===== config.mk =====
export PLATFORM = sky130hd
export DESIGN_NAME = audio_sample_scheduler
export DESIGN_NICKNAME = d
export VERILOG_FILES = /design/src/rtl/audio_pkg.sv /design/src/rtl/audio_code_scaler.sv /design/src/rtl/audio_sample_scheduler.sv
export SDC_FILE = /design/constraint.sdc
export NUM_CORES = 1
export LEC_CHECK = 0
export CORE_MARGIN = 3
export CORE_UTILIZATION = 35
export CTS_CLUSTER_DIAMETER = 120
export DETAILED_ROUTE_END_ITERATION = 10
export SETUP_SLACK_MARGIN = 0.4
export SYNTH_ARGS = -nofsm -noshare
export SYNTH_HDL_FRONTEND = slang
export SYNTH_SLANG_ARGS = --single-unit

===== constraint.sdc =====
create_clock -name clk -period 5.1 [get_ports clk]
set_input_delay 0.51 -clock clk [delete_from_list [all_inputs] [get_ports clk]]
set_output_delay 0.51 -clock clk [all_outputs]
set_load 0.02 [all_outputs]

===== src/rtl/audio_pkg.sv =====
// Shared constants, mode encodings and FSM state type for the audio sample scheduler.
package audio_pkg;

    localparam logic [9:0] MIDSCALE          = 10'd512;
    localparam int         CYCLES_PER_SAMPLE = 2500;

    localparam logic [1:0] MODE_SRC0    = 2'b00;
    localparam logic [1:0] MODE_SRC1    = 2'b01;
    localparam logic [1:0] MODE_MIX     = 2'b10;
    localparam logic [1:0] MODE_SILENCE = 2'b11;

    typedef enum logic [1:0] {
        ST_IDLE = 2'd0,
        ST_REQ  = 2'd1,
        ST_CALC = 2'd2,
        ST_SEND = 2'd3
    } sched_state_t;

    // Bit N set when source N has to be fetched for the given mode.
    function automatic logic [1:0] needed_sources(input logic [1:0] mode);
        logic [1:0] mask;
        case (mode)
            MODE_SRC0: mask = 2'b01;
            MODE_SRC1: mask = 2'b10;
            MODE_MIX:  mask = 2'b11;
            default:   mask = 2'b00;
        endcase
        return mask;
    endfunction

endpackage


===== src/rtl/audio_code_scaler.sv =====
// Combinational source select / mix followed by attenuation about midscale.
module audio_code_scaler
    import audio_pkg::*;
(
    input  logic [9:0] a,
    input  logic [9:0] b,
    input  logic [1:0] mode,
    input  logic [2:0] vol_shift,
    input  logic       mute,
    output logic [9:0] code
);

    logic [10:0]        sum;
    logic [9:0]         mixed;
    logic signed [10:0] centered;
    logic signed [10:0] shifted;
    logic signed [10:0] recentred;

    // Pick or average the sources, then shrink the signed offset from midscale.
    always_comb begin
        sum = {1'b0, a} + {1'b0, b};
        case (mode)
            MODE_SRC0: mixed = a;
            MODE_SRC1: mixed = b;
            MODE_MIX:  mixed = sum[10:1];
            default:   mixed = MIDSCALE;
        endcase
        // Offset is in -512..511, so an arithmetic shift can only move it toward
        // zero and the recentred value always stays within 0..1023.
        centered  = $signed({1'b0, mixed}) - 11'sd512;
        shifted   = centered >>> vol_shift;
        recentred = shifted + 11'sd512;
        if (mute || (mode == MODE_SILENCE)) begin
            code = MIDSCALE;
        end else begin
            code = recentred[9:0];
        end
    end

endmodule


===== src/rtl/audio_sample_scheduler.sv =====
// Per-sample fetch / mix / attenuate sequencer feeding the PWM sampler.
module audio_sample_scheduler
    import audio_pkg::*;
#(
    parameter int TIMEOUT = 2048,
    parameter int CNT_W   = 16
) (
    input  logic             clk,
    input  logic             rst,
    input  logic             sample_tick,
    input  logic [1:0]       cfg_mode,
    input  logic [2:0]       cfg_vol_shift,
    input  logic             cfg_mute,
    input  logic             src0_valid,
    input  logic [9:0]       src0_code,
    output logic             src0_ready,
    input  logic             src1_valid,
    input  logic [9:0]       src1_code,
    output logic             src1_ready,
    output logic             synth_valid,
    output logic [9:0]       scaled_synth_code,
    output logic [CNT_W-1:0] underrun_cnt,
    output logic [CNT_W-1:0] overrun_cnt,
    output logic             busy
);

    localparam int               TMR_W    = $clog2(TIMEOUT + 1);
    localparam logic [TMR_W-1:0] TMR_LAST = TMR_W'(TIMEOUT - 1);

    sched_state_t     state_q, state_d;
    logic [1:0]       mode_q, mode_d;
    logic [2:0]       shift_q, shift_d;
    logic             mute_q, mute_d;
    logic [1:0]       need_q, need_d;
    logic [1:0]       got_q, got_d;
    logic [1:0]       src_ready_q, src_ready_d;
    logic [9:0]       cap0_q, cap0_d;
    logic [9:0]       cap1_q, cap1_d;
    logic [9:0]       hold0_q, hold0_d;
    logic [9:0]       hold1_q, hold1_d;
    logic [TMR_W-1:0] timer_q, timer_d;
    logic             synth_valid_q, synth_valid_d;
    logic [9:0]       code_q, code_d;
    logic [CNT_W-1:0] underrun_q, underrun_d;
    logic [CNT_W-1:0] overrun_q, overrun_d;

    logic [1:0] src_valid;
    logic [1:0] src_fire;
    logic [1:0] got_now;
    logic [1:0] missing;
    logic [9:0] operand_a;
    logic [9:0] operand_b;
    logic [9:0] scaled_code;

    assign src_valid = {src1_valid, src0_valid};

    // A source is consumed only when its registered ready meets its valid.
    for (genvar gi = 0; gi < 2; gi++) begin : g_fire
        assign src_fire[gi] = src_valid[gi] & src_ready_q[gi];
    end

    assign got_now = got_q | src_fire;
    assign missing = need_q & ~got_now;

    // Fresh captures win; an uncaptured (or unneeded) source falls back to its hold reg.
    assign operand_a = got_q[0] ? cap0_q : hold0_q;
    assign operand_b = got_q[1] ? cap1_q : hold1_q;

    audio_code_scaler u_scaler (
        .a         (operand_a),
        .b         (operand_b),
        .mode      (mode_q),
        .vol_shift (shift_q),
        .mute      (mute_q),
        .code      (scaled_code)
    );

    // Next-state, handshake, arithmetic capture and counter logic.
    always_comb begin
        state_d       = state_q;
        mode_d        = mode_q;
        shift_d       = shift_q;
        mute_d        = mute_q;
        need_d        = need_q;
        got_d         = got_q;
        src_ready_d   = 2'b00;
        cap0_d        = src_fire[0] ? src0_code : cap0_q;
        cap1_d        = src_fire[1] ? src1_code : cap1_q;
        hold0_d       = hold0_q;
        hold1_d       = hold1_q;
        timer_d       = timer_q;
        synth_valid_d = 1'b0;
        code_d        = code_q;
        underrun_d    = underrun_q;
        overrun_d     = overrun_q;

        // A request arriving mid-sample is dropped but recorded.
        if (sample_tick && (state_q != ST_IDLE) && (overrun_q != {CNT_W{1'b1}})) begin
            overrun_d = overrun_q + 1'b1;
        end

        case (state_q)
            ST_IDLE: begin
                if (sample_tick) begin
                    mode_d  = cfg_mode;
                    shift_d = cfg_vol_shift;
                    mute_d  = cfg_mute;
                    timer_d = '0;
                    got_d   = 2'b00;
                    if ((cfg_mode == MODE_SILENCE) || cfg_mute) begin
                        need_d  = 2'b00;
                        state_d = ST_CALC;
                    end else begin
                        need_d      = needed_sources(cfg_mode);
                        src_ready_d = needed_sources(cfg_mode);
                        state_d     = ST_REQ;
                    end
                end
            end
            ST_REQ: begin
                got_d   = got_now;
                timer_d = timer_q + 1'b1;
                if (missing == 2'b00) begin
                    state_d = ST_CALC;
                end else if (timer_q == TMR_LAST) begin
                    state_d = ST_CALC;
                    if (underrun_q != {CNT_W{1'b1}}) begin
                        underrun_d = underrun_q + 1'b1;
                    end
                end else begin
                    src_ready_d = missing;
                end
            end
            ST_CALC: begin
                code_d        = scaled_code;
                hold0_d       = operand_a;
                hold1_d       = operand_b;
                synth_valid_d = 1'b1;
                state_d       = ST_SEND;
            end
            ST_SEND: begin
                state_d = ST_IDLE;
            end
            default: begin
                state_d = ST_IDLE;
            end
        endcase
    end

    // State and output registers; reset abandons any sample in flight without a pulse.
    always_ff @(posedge clk) begin
        if (rst) begin
            state_q       <= ST_IDLE;
            mode_q        <= MODE_SRC0;
            shift_q       <= 3'd0;
            mute_q        <= 1'b0;
            need_q        <= 2'b00;
            got_q         <= 2'b00;
            src_ready_q   <= 2'b00;
            cap0_q        <= MIDSCALE;
            cap1_q        <= MIDSCALE;
            hold0_q       <= MIDSCALE;
            hold1_q       <= MIDSCALE;
            timer_q       <= '0;
            synth_valid_q <= 1'b0;
            code_q        <= MIDSCALE;
            underrun_q    <= '0;
            overrun_q     <= '0;
        end else begin
            state_q       <= state_d;
            mode_q        <= mode_d;
            shift_q       <= shift_d;
            mute_q        <= mute_d;
            need_q        <= need_d;
            got_q         <= got_d;
            src_ready_q   <= src_ready_d;
            cap0_q        <= cap0_d;
            cap1_q        <= cap1_d;
            hold0_q       <= hold0_d;
            hold1_q       <= hold1_d;
            timer_q       <= timer_d;
            synth_valid_q <= synth_valid_d;
            code_q        <= code_d;
            underrun_q    <= underrun_d;
            overrun_q     <= overrun_d;
        end
    end

    assign src0_ready        = src_ready_q[0];
    assign src1_ready        = src_ready_q[1];
    assign synth_valid       = synth_valid_q;
    assign scaled_synth_code = code_q;
    assign underrun_cnt      = underrun_q;
    assign overrun_cnt       = overrun_q;
    assign busy              = (state_q != ST_IDLE);

endmodule


Word-level counts from Yosys, hierarchy flattened
Cells that the tools add are included.
{"block": "classes", "add_sub_neg": 6, "n_eq_ne": 14, "n_shift": 1, "n_mux": 20, "bitwise_logic": 6, "n_reduce_logical": 14}
{"cell": "$add 16x1->16 const B", "n": 2}
{"cell": "$ne 16x16->1 const B", "n": 2}
{"cell": "$mux 10", "n": 3}
{"cell": "$pmux 10 s3", "n": 1}
{"cell": "$pmux 12 s2", "n": 1}
{"cell": "$mux 2", "n": 9}
{"cell": "$add 12x1->12 const B", "n": 1}
{"cell": "$eq 12x11->1 const B", "n": 1}
{"cell": "$eq 2x2->1 const B", "n": 6}
{"cell": "$mux 12", "n": 1}
{"cell": "$add 10x10->11", "n": 1}
{"cell": "$sshr 11x3->10", "n": 1}
{"cell": "$sub 10x10->11 const B", "n": 1}
{"cell": "$add 10x10->10 const B", "n": 1}
{"cell": "$logic_not 2->1", "n": 4}
{"cell": "$pmux 2 s2", "n": 2}
{"cell": "$pmux 2 s4", "n": 1}
{"cell": "$eq 2x1->1 const B", "n": 3}
{"cell": "$pmux 2 s3", "n": 1}
{"cell": "$reduce_and 2->1", "n": 3}
{"cell": "$reduce_and 4->1", "n": 1}
{"cell": "$reduce_bool 2->1", "n": 2}
{"cell": "$ne 3x3->1 const B", "n": 1}
{"cell": "$and 1x1->1", "n": 2}
{"cell": "8 further kinds", "n": 10}
{"block": "totals", "register_bits": 109, "inputBits": 31, "elab_cells": 77}

Logic depth before layout (Yosys ltp)
Gate-level depths: netlist of run 1.
{"block": "logic_depth", "depth_word": 7, "ltp_mapped": 13, "mapped_depth_nobuf": 10}

Modules after synthesis
From an unflattened synthesis of run 1, not the netlist that was laid out.
{"block": "hier_totals", "hier_cells": 704, "hier_area_um2": 5980.7}
{"mod": "audio_sample_scheduler", "n_inst": 1, "cells_per_inst": 532, "area_per_inst_um2": 4768.3, "seq_area_each_um2": 2182.1}
{"mod": "audio_code_scaler", "n_inst": 1, "cells_per_inst": 172, "area_per_inst_um2": 1212.4, "seq_area_each_um2": 0.0}

Least setup slack after synthesis of run 1
Ideal clock, no wire load.
{"block": "synth_path", "path_type": "register to register", "from": "reg got_q[0]", "to": "reg code_q[1], in the netlist scaled_synth_code[1]", "setup_time_ps": 116, "t_arrival_ps": 2844, "required_time_ps": 4984, "path_slack_ps": 2140, "stages_incl_launch_ff": 12, "path_cell_list": "dfxtp_1 -> buf_4 -> buf_4 -> mux2_2 -> ha_1 -> a21oi_1 -> o21ai_0 -> or4_1 -> a31oi_1 -> a211o_1 -> o211ai_1 -> a41o_1"}
{"block": "synth_between", "elab_chain_cells": 7}
{"element": "start, declared", "line_no": "audio_sample_scheduler.sv:35", "text": "logic [1:0] got_q, got_d;"}
{"element": "start signal, assigned", "line_no": "audio_sample_scheduler.sv:175", "text": "got_q <= got_d;"}
{"element": "$mux 10 (*)", "line_no": "audio_sample_scheduler.sv:66", "text": "assign operand_a = got_q[0] ? cap0_q : hold0_q;"}
{"element": "net operand_a[2]", "line_no": "audio_sample_scheduler.sv:51", "text": "logic [9:0] operand_a;"}
{"element": "$add 10x10->11", "line_no": "audio_code_scaler.sv:21", "text": "sum = {1'b0, a} + {1'b0, b};"}
{"element": "$pmux 10 s3 (*)", "line_no": "audio_code_scaler.sv:22", "text": "case (mode)"}
{"element": "$sub 10x10->11 (*)", "line_no": "audio_code_scaler.sv:30", "text": "centered = $signed({1'b0, mixed}) - 11'sd512;"}
{"element": "$sshr 11x3->10 (*)", "line_no": "audio_code_scaler.sv:31", "text": "shifted = centered >>> vol_shift;"}
{"element": "$add 10x10->10 (*)", "line_no": "audio_code_scaler.sv:32", "text": "recentred = shifted + 11'sd512;"}
{"element": "$mux 10 (*)", "line_no": "audio_code_scaler.sv:33", "text": "if (mute || (mode == MODE_SILENCE)) begin"}
{"element": "end signal, assigned", "line_no": "audio_sample_scheduler.sv:183", "text": "code_q <= code_d;"}
{"element": "end, declared", "line_no": "audio_sample_scheduler.sv:43", "text": "logic [9:0] code_q, code_d;"}
The timed path passes the listed nets; every way through them passes the cells marked *.
A chain may end at the register's enable or synchronous reset.

Worst setup path after layout of run 1
{"block": "layout_path", "from": "reg got_q[1]", "to": "reg code_q[6], in the netlist scaled_synth_code[6]"}
{"block": "layout_between", "elab_chain_cells": 7}
{"element": "$mux 10 (*)", "line_no": "audio_sample_scheduler.sv:67", "text": "assign operand_b = got_q[1] ? cap1_q : hold1_q;"}
{"element": "$add 10x10->11", "line_no": "audio_code_scaler.sv:21"}
{"element": "$pmux 10 s3 (*)", "line_no": "audio_code_scaler.sv:22"}
{"element": "$sub 10x10->11 (*)", "line_no": "audio_code_scaler.sv:30"}
{"element": "$sshr 11x3->10 (*)", "line_no": "audio_code_scaler.sv:31"}
{"element": "$add 10x10->10 (*)", "line_no": "audio_code_scaler.sv:32"}
{"element": "$mux 10 (*)", "line_no": "audio_code_scaler.sv:33"}
Every way passes the cells marked *; elsewhere a longest branch is shown, timed or not.

==> metrics.yaml, run 1 <==
clock_tree:
  clk_pin_slew_worst_paths_ps: 80
  cts_max_level: 3
  post_cts_buffers: 0
  root_buffer: "clkbuf_16"
  clock_path_buffers: 2
  cts_buffers: 9
  hold_buffers: 0
  ctsResizeCount: 0
  cts_sinks: 109
  cts_tree: "done"
  clk_latency_ps: 350
floorplan:
  die_area_sq_mm: 0.0177
  pin_count: 77
  core_area_sq_mm: 0.0155
  die_w_um: 133
  initial_core_util_pct: 36.5
  fp-row-count: 45
  die_y_um: 133
global_routing:
  antenna_found_initial: 0
  grt_pass1_vias: 4990
  grtUsageTotal_pct: 16.5
  grt_first_pass_wirelength_mm: 24.4
  overflow: 0
  grt_start_max_net_pins: 50
synthesis:
  synthTopCellsByCount: "109 x dfxtp_1, 107 x nor2_1, 98 x nand2_1"
  synth_nets: 746
  syn_area_per_cell_sq_um: 8.12
  synth_area_leaders: "dfxtp_1 39%, nor2_1 7.1%, nand2_1 6.5%"
  synth_seq_area_share_pct: 38.6
  synth_edf_count: 0
  synth_cell_types: 60
  synth_top_area_cell: "dfxtp_1"
  ys.warnings.count: 0
  synth_top_area_share_pct: 38.6
  synth-async-reset-ratio_pct: 0
  synthCells: 696
  syn_area_sq_mm: 0.00565
  yosys_most_used_dff: "dfxtp_1"
  synth_seq_cells: 109
  yosysMostFrequentCell: "dfxtp_1"
detailed_routing:
  drc: 0
  avgRoutedWirePerCell_um: 14.7
  dr.pass1.iters: 5
  drt_iter0_drc: 199
  avgViaCountPerCell: 5.19
  vias: 4998
  drt_wl_total_mm: 14.2
  antenna_left: 0
power:
  power_density_mw_per_mm2: 348
  p_int_w: 0.00155
  clkPwrFrac_pct: 28.6
  power_w: 0.00237
  switching_share_pct: 34.8
  switching_power_w: 0.000826
  ir_worst_vdd_mv: 0.176
  comb_power_share_pct: 30.1
  seq_power_share_pct: 41.3
  p_leak_nw: 2.47
placed_design:
  dp.final_hpwl_mm: 10.2
  dp.cells: 947
  gp_congestion: 0.922
  port_buffers: 76
sta:
  fmax_ghz: 0.272
  rsz0062_at_grt: "false"
  period_needed_ps: 3680
  worst_pin_slew_ps: 916
  slew_headroom_pct: 39.0
  setup_viol: 0
  final.setup.tns_ps: 0
  hold_ws_ps: 453
  slew_violations: 0
  final-hold-violation-count: 0
  fin_crit_sh_pct: 72.1
  finalClockSkew_ps: 12.8
final_layout:
  final_cell_count_no_fill: 963
  diodes: 0
  area_growth_pct: 20.5
  drive_above_1_share_pct: 5.32
  postLayoutCoreUtil_pct: 44.0
  nets: 797
setup_path:
  crit_fanout: 14
  crit_path_end_kind: "flip-flop"
  crit_type: "flip-flop to flip-flop"
  start_kind: "flip-flop"
  r2r_slack_ps: 1420
  worst_ep_arrival_time_ps: 3890
  cp_data_required_time_ps: 5310
status:
  status: "complete, no violations"
flow_run:
  drv_cap: 0
hold_path:
  hp-class: "flip-flop to flip-flop"
-- cells by family after synthesis --
family	synth area share [%]
and+or+nand+nor	24.3
AOI/OAI and AO/OA	15.6
DFF	38.6
buffers and inverters	4.43
xor gates and xnor gates	6.04
muxes	6.69
adders and majority gates	4.34
-- metal layers --
layer	GRT usage, %	up-vias	part of all wire [%]
li1	-	2531	-
met1	20.8	2344	45
met2	27.9	108	48
met3	4.49	15	5.9
met4	4.39	0	1.4
met5	0	-	0
-- cells in the final DEF, fill, tap and decap left out, types with 6 or more instances in the layout --
master	synthesis	final
dfxtp_1	109	109
nor2_1	107	107
nand2_1	98	98
clkdlybuf4s50_1	0	75
a21oi_1	48	48
xor2_1	26	26
inv_1	23	23
a211oi_1	23	23
nand3_1	19	19
ha_1	18	18
mux2i_1	17	17
nand4_1	15	15
nor3_1	14	14
xnor2_1	13	13
mux2_2	12	12
o21ai_0	10	10
and3_1	9	9
clkbuf_16	0	9
nand2b_1	7	7
o31ai_1	6	6
o211ai_1	6	6
-- worst paths after layout --
check | from | cells after the start | end
setup / recovery | got_q[1]$_SDFFE_PP0P_ | 10 | scaled_synth_code[6]$_SDFFE_PP0P_
hold / removal | need_q[0]$_SDFFE_PP0P_ | 2 | need_q[0]$_SDFFE_PP0P_
setup reg to reg | got_q[1]$_SDFFE_PP0P_ | 10 | scaled_synth_code[6]$_SDFFE_PP0P_
hold reg to reg | need_q[0]$_SDFFE_PP0P_ | 2 | need_q[0]$_SDFFE_PP0P_
-- flip-flops by register name (all words and copies together) (netlist names), 3 cells and up --
signal             cells
hold0_q               10
cap1_q                10
scaled_synth_code     10
timer_q               12
shift_q                3
hold1_q               10
underrun_cnt          16
cap0_q                10
overrun_cnt           16
-- area by class of cell --
type | count | area (sq um)
Clock inverter | 6 | 43.8
Tap cell | 211 | 264
Timing Repair Buffer | 78 | 771
Clock buffer | 10 | 239
Inverter | 24 | 90.1
Sequential cell | 109 | 2180
Fill cell | 1535 | 8670
Multi-Input combinational cell | 525 | 3220
-- per-stage QoR --
stage                     setup WS [ps]  instance area (sq um)
final                              1420                   6810
after global routing               1120                   6810
after CTS                          1410                   6810
after detailed placement           1430                   6530
after global placement             1590                   6530
after floorplan                    2140                   5650
-- power groups by stage --
stage	sequential (W)	combinational [W]	clock (W)
2_1_floorplan	0.000985	0.000520	0
3_3_place_gp	0.000996	0.000698	0
3_5_place_dp	0.000999	0.000710	0
4_1_cts	0.000980	0.000715	0.000697
5_1_grt	0.000991	0.000807	0.000729
6_report	0.000980	0.000713	0.000678
-- critical path, stage by stage (launching register included) --
cell,delay [ps]
dfxtp_1,780
mux2i_2,210
or2_1,300
fa_1,390
nand2b_1,190
a211oi_1,420
o21ai_0,220
o32ai_1,420
mux4_2,420
a21o_1,140
a21oi_2,60
Power figures use the tool's default switching activity.
==> run 2: changes to the inputs <==
==> constraint.sdc (replaced) <==
create_clock -name clk -period 3.3 [get_ports clk]
set_input_delay 0.33 -clock clk [delete_from_list [all_inputs] [get_ports clk]]
set_output_delay 0.33 -clock clk [all_outputs]
set_load 0.02 [all_outputs]
==> run 2 against run 1 <==
Against the previous run: critical path depth is 2 higher; sequential cell count stayed put; power is 69% higher; combinational power is 98% higher; clock-buffer cell count is 1 higher; sequential share of layout area is 2.5 points lower; wire length is 8.3% higher; global-route usage is 1.1 points higher; via count is 2.1% higher; maximum frequency is 25% higher; critical path type unchanged; critical endpoint unchanged.
==> metrics.yaml, run 2 (synthesized netlist as in run 1, its figures left out) <==
status:
  status: "complete, no violations"
hold_path:
  min_from: "need_q[1]$_SDFFE_PP0P_"
  whs_endpoint: "need_q[1]$_SDFFE_PP0P_"
  hp-class: "flip-flop to flip-flop"
  hold_depth: 2
power:
  comb_power_share_pct: 35.0
  switching_share_pct: 34.0
  switching_power_w: 0.00136
  p_leak_nw: 2.71
  ir_worst_vdd_mv: 0.287
  clkPwrFrac_pct: 27.3
  p_int_w: 0.00265
  seq_power_share_pct: 37.7
  power_density_mw_per_mm2: 542
final_layout:
  drive_above_1_share_pct: 13.8
  nets: 836
  multi_input_area_sq_mm: 0.00348
  final_cell_mix: "107 x dfxtp_1, 106 x nor2_1, 98 x nand2_1, 75 x clkdlybuf4s50_1, 45 x a21oi_1"
  area_growth_pct: 31.1
  final_common_cell: "dfxtp_1"
  postLayoutCoreUtil_pct: 47.9
  fillers: 1515
  seq_area_sq_mm: 0.00219
  diodes: 0
setup_path:
  crit_slowest_cell: "mux4_2"
  reg2reg_from: "got_q[0]$_SDFFE_PP0P_"
  r2r-end: "scaled_synth_code[6]$_SDFFE_PP0P_"
  cp_cell_sequence: "buf_6 -> mux2i_2 -> or2_1 -> fa_2 -> nand2b_4 -> a211oi_4 -> o2111a_1 -> a211oi_2 -> buf_4 -> mux4_2 -> a21o_1 -> a21oi_2"
  crit_path_end_kind: "flip-flop"
  crit_type: "flip-flop to flip-flop"
  start_kind: "flip-flop"
  cp_data_required_time_ps: 3590
  startpoint: "got_q[0]$_SDFFE_PP0P_"
  crit_fanout: 4
  r2r_slack_ps: 350
  reg2reg_depth: 12
  slowest_delay_ps: 490
  worst_ep_arrival_time_ps: 3230
floorplan:
  die_w_um: 133
  die_y_um: 133
  pin_count: 77
  fp-row-count: 45
  initial_core_util_pct: 36.5
  die_area_sq_mm: 0.0177
  core_area_sq_mm: 0.0155
placed_design:
  port_buffers: 76
  gp_congestion: 0.862
  dp.final_hpwl_mm: 11.2
clock_tree:
  hold_buffers: 0
  cts_sinks: 109
  clock_path_buffers: 2
  clk_latency_ps: 350
  root_buffer: "clkbuf_16"
  cts_max_level: 3
  cts_buffers: 9
  clk_pin_slew_worst_paths_ps: 70
  cts_tree: "done"
detailed_routing:
  drt_wl_total_mm: 15.3
  antenna_left: 0
  drt_iter0_drc: 299
  dr.pass1.iters: 6
  avgViaCountPerCell: 5.10
  drc: 0
  avgRoutedWirePerCell_um: 15.3
  vias: 5105
global_routing:
  overflow: 0
  grtUsageTotal_pct: 17.6
  grt_start_max_net_pins: 53
  antenna_found_initial: 0
  grt_first_pass_wirelength_mm: 25.6
  grt_pass1_vias: 5142
sta:
  final.setup.tns_ps: 0
  final-hold-violation-count: 0
  finalClockSkew_ps: 10.3
  fmax_ghz: 0.339
  rsz0062_at_grt: "true"
  setup_viol: 0
  slew_violations: 0
  slew_headroom_pct: 43.3
  fin_crit_sh_pct: 89.3
  period_needed_ps: 2950
  worst_pin_slew_ps: 850
flow_run:
  drv_cap: 0
-- run 2: repair_timing --
item,4_1_cts,5_1_grt
setup endpoints to repair,8,8
pin swaps,6,5
setup buffers,3,3
cloned,0,0
resized for setup,28,21
hold endpoints to repair,0,0
-- run 2: critical path: cells and delay by family, from the launching register on --
family / cells / cell delay, ps
compound gates: 5 / 860
flops: 1 / 360
buf+inv: 2 / 280
simple gates: 2 / 400
fa+ha+maj: 1 / 340
mux: 2 / 630
-- run 2: power groups by stage --
| stage | Sequential [W] | Clock [W] | Combinational (W) |
|---|---|---|---|
| floorplan | 0.00152 | 0 | 0.000811 |
| detailed placement | 0.00154 | 0 | 0.00125 |
| global route | 0.00153 | 0.00120 | 0.00157 |
| global placement | 0.00153 | 0 | 0.00124 |
| CTS | 0.00151 | 0.00113 | 0.00133 |
| finish | 0.00151 | 0.00110 | 0.00141 |
-- run 2: through the flow --
step / cell area, sq um / hold WS (ps) / setup slack, ps / std cells / total power [W]
floorplan: 5670 / 427 / 421 / 696 / 0.00233
global placement: 6810 / 442 / 174 / 980 / 0.00278
detailed placement: 6810 / 448 / 197 / 980 / 0.00279
CTS: 7260 / 459 / 345 / 998 / 0.00397
global route: 7410 / 469 / 240 / 1001 / 0.00429
finish: 7410 / 455 / 352 / 1001 / 0.00402
-- run 2: per-layer routing --
metal	GRT usage [%]	share of wire (%)	vias to the layer above
li1	-	-	2601
met1	22.1	45	2403
met2	29.4	48	85
met3	4.90	5.4	16
met4	4.97	1.5	0
met5	0	0	-
-- run 2: how the worst max path moves through the flow --
stage	to	slack, ps
after global routing	scaled_synth_code[7]$_SDFFE_PP0P_	240
final	scaled_synth_code[6]$_SDFFE_PP0P_	350
after floorplan	scaled_synth_code[6]$_SDFFE_PP0P_	420
after CTS	scaled_synth_code[6]$_SDFFE_PP0P_	350
after detailed placement	scaled_synth_code[1]$_SDFFE_PP0P_	200
after global placement	scaled_synth_code[1]$_SDFFE_PP0P_	170
-- run 2: final cells by class --
class | count | share of cell area (%)
Timing Repair Buffer | 117 | 14.7
Multi-Input combinational cell | 525 | 46.9
Sequential cell | 109 | 29.6
Inverter | 24 | 1.22
Clock inverter | 4 | 0.743
Clock buffer | 11 | 3.28
Tap cell | 211 | 3.56
==> run 3: changes to the inputs <==
--- a/config.mk
+++ b/config.mk
@@ -6,7 +6,7 @@
 export NUM_CORES = 1
 export LEC_CHECK = 0
 export CORE_MARGIN = 3
-export CORE_UTILIZATION = 35
+export CORE_UTILIZATION = 30
 export CTS_CLUSTER_DIAMETER = 120
 export DETAILED_ROUTE_END_ITERATION = 10
 export SETUP_SLACK_MARGIN = 0.4
==> run 3 against run 2 <==
Against the previous run: clock skew shrank 0.70 ps; worst setup slack improved by 9.2 ps; clock power hardly changed; hold slack worse by 1.3 ps; clock-buffer cell count did not move; core utilization fell by 6.8 points; cell count increased by 1.3%; wire length down 0.40%; die area is 16% higher; sequential share of layout area decreased by 0.27 points; maximum frequency grew 0.31%.
==> metrics.yaml, run 3 (synthesized netlist as in run 1, its figures left out) <==
flow_run:
  drv_cap: 0
placed_design:
  dp.cells: 982
  dp.final_hpwl_mm: 10.5
  gp_congestion: 0.868
  port_buffers: 76
detailed_routing:
  drt_wl_total_mm: 15.3
  antenna_left: 0
  avgViaCountPerCell: 5.02
  dr.pass1.iters: 5
  vias: 5088
  avgRoutedWirePerCell_um: 15.1
  drt_iter0_drc: 286
  drc: 0
global_routing:
  grtUsageTotal_pct: 15.0
  antenna_found_initial: 0
  grt_pass1_vias: 4806
  grt_first_pass_wirelength_mm: 24.8
  grt_start_max_net_pins: 63
  overflow: 0
clock_tree:
  root_buffer: "clkbuf_16"
  clk_pin_slew_worst_paths_ps: 70
  cts_tree: "done"
  clk_latency_ps: 360
  clock_path_buffers: 2
  cts_max_level: 3
  cts_buffers: 9
  cts_sinks: 109
sta:
  fin_crit_sh_pct: 89.1
  fmax_ghz: 0.340
  final-hold-violation-count: 0
  worst_pin_slew_ps: 673
  final.setup.tns_ps: 0
  finalClockSkew_ps: 9.55
  slew_violations: 0
  rsz0062_at_grt: "true"
  period_needed_ps: 2940
  setup_viol: 0
  slew_headroom_pct: 55.1
setup_path:
  cp_data_required_time_ps: 3590
  start_kind: "flip-flop"
  crit_type: "flip-flop to flip-flop"
  worst_ep_arrival_time_ps: 3230
  crit_fanout: 4
  crit_path_end_kind: "flip-flop"
final_layout:
  area_growth_pct: 32.3
  drive_above_1_share_pct: 14.6
  final_cell_mix: "107 x dfxtp_1, 105 x nor2_1, 96 x nand2_1, 75 x clkdlybuf4s50_1, 44 x a21oi_1"
  diodes: 0
  final_common_cell: "dfxtp_1"
  final_cell_count_no_fill: 1014
  nets: 830
power:
  p_leak_nw: 2.69
  ir_worst_vdd_mv: 0.290
  power_density_mw_per_mm2: 542
floorplan:
  core_area_sq_mm: 0.0182
  pin_count: 77
  fp-row-count: 49
  die_y_um: 143
  initial_core_util_pct: 31.0
  die_w_um: 143
  die_area_sq_mm: 0.0205
status:
  status: "complete, no violations"
hold_path:
  hp-class: "flip-flop to flip-flop"
## run 3: worst max-delay path: stages, from the launching register on
cell      delay (ps)
dfxtp_4          370
buf_6            110
mux2i_2          140
or2_1            250
fa_2             360
nand2b_4         170
a211oi_4         290
o2111a_1         300
a211oi_4          60
mux4_2           520
a21o_1           190
a21oi_2          120
## run 3: layer usage
| layer | part of all wire, % | vias up | GRT usage, % | wire length (um) |
|---|---|---|---|---|
| li1 | - | 2587 | - | - |
| met2 | 44 | 139 | 22.9 | 6780 |
| met3 | 6.7 | 14 | 4.82 | 1020 |
| met4 | 1.3 | 0 | 3.96 | 202 |
| met5 | 0 | - | 0 | 0 |
| met1 | 48 | 2348 | 20.4 | 7270 |
## run 3: cell type report
cell class	count	area, sq um
clock inverter	5	67.6
fill	1804	10700
inverter	24	90.1
sequential	109	2190
timing repair buffer	111	1060
tap	229	287
multi-input combinational	525	3540
clock buffer	11	243
## run 3: repair_timing
item / CTS / global route
endpoints found under the setup margin: 10 / 8
pin swaps: 10 / 16
cloned: 0 / 0
hold buffers: 0 / 0
setup buffers: 9 / 7
resized for setup: 46 / 24
endpoints found under the hold margin: 0 / 0
## run 3: path summary, 6_finish.rpt
| check | from | end | slack, ps | cells after the start |
|---|---|---|---|---|
| max | got_q[0]$_SDFFE_PP0P_ | scaled_synth_code[6]$_SDFFE_PP0P_ | 360 | 11 |
| min | need_q[0]$_SDFFE_PP0P_ | need_q[0]$_SDFFE_PP0P_ | 450 | 2 |
| max reg2reg | got_q[0]$_SDFFE_PP0P_ | scaled_synth_code[6]$_SDFFE_PP0P_ | 360 | 11 |
| min reg2reg | need_q[0]$_SDFFE_PP0P_ | need_q[0]$_SDFFE_PP0P_ | 450 | 2 |
## run 3: power by group
| group | internal (W) | leakage (nW) | switching [W] |
|---|---|---|---|
| registers | 0.00142 | 0.884 | 0.0000898 |
| logic | 0.000615 | 1.66 | 0.000795 |
| clock network | 0.000621 | 0.146 | 0.000513 |
## run 3: per-stage QoR
stage | area (sq um) | util [%] | hold WS, ps | total power [W] | setup WS [ps]
CTS | 7300 | 40.1 | 452 | 0.00399 | 402
global placement | 6690 | 36.7 | 439 | 0.00269 | 79.2
finish | 7480 | 41.1 | 454 | 0.00405 | 361
floorplan | 5670 | - | 427 | 0.00233 | 421
global route | 7480 | 41.1 | 469 | 0.00428 | 242
detailed placement | 6690 | 36.7 | 442 | 0.00269 | 24.0
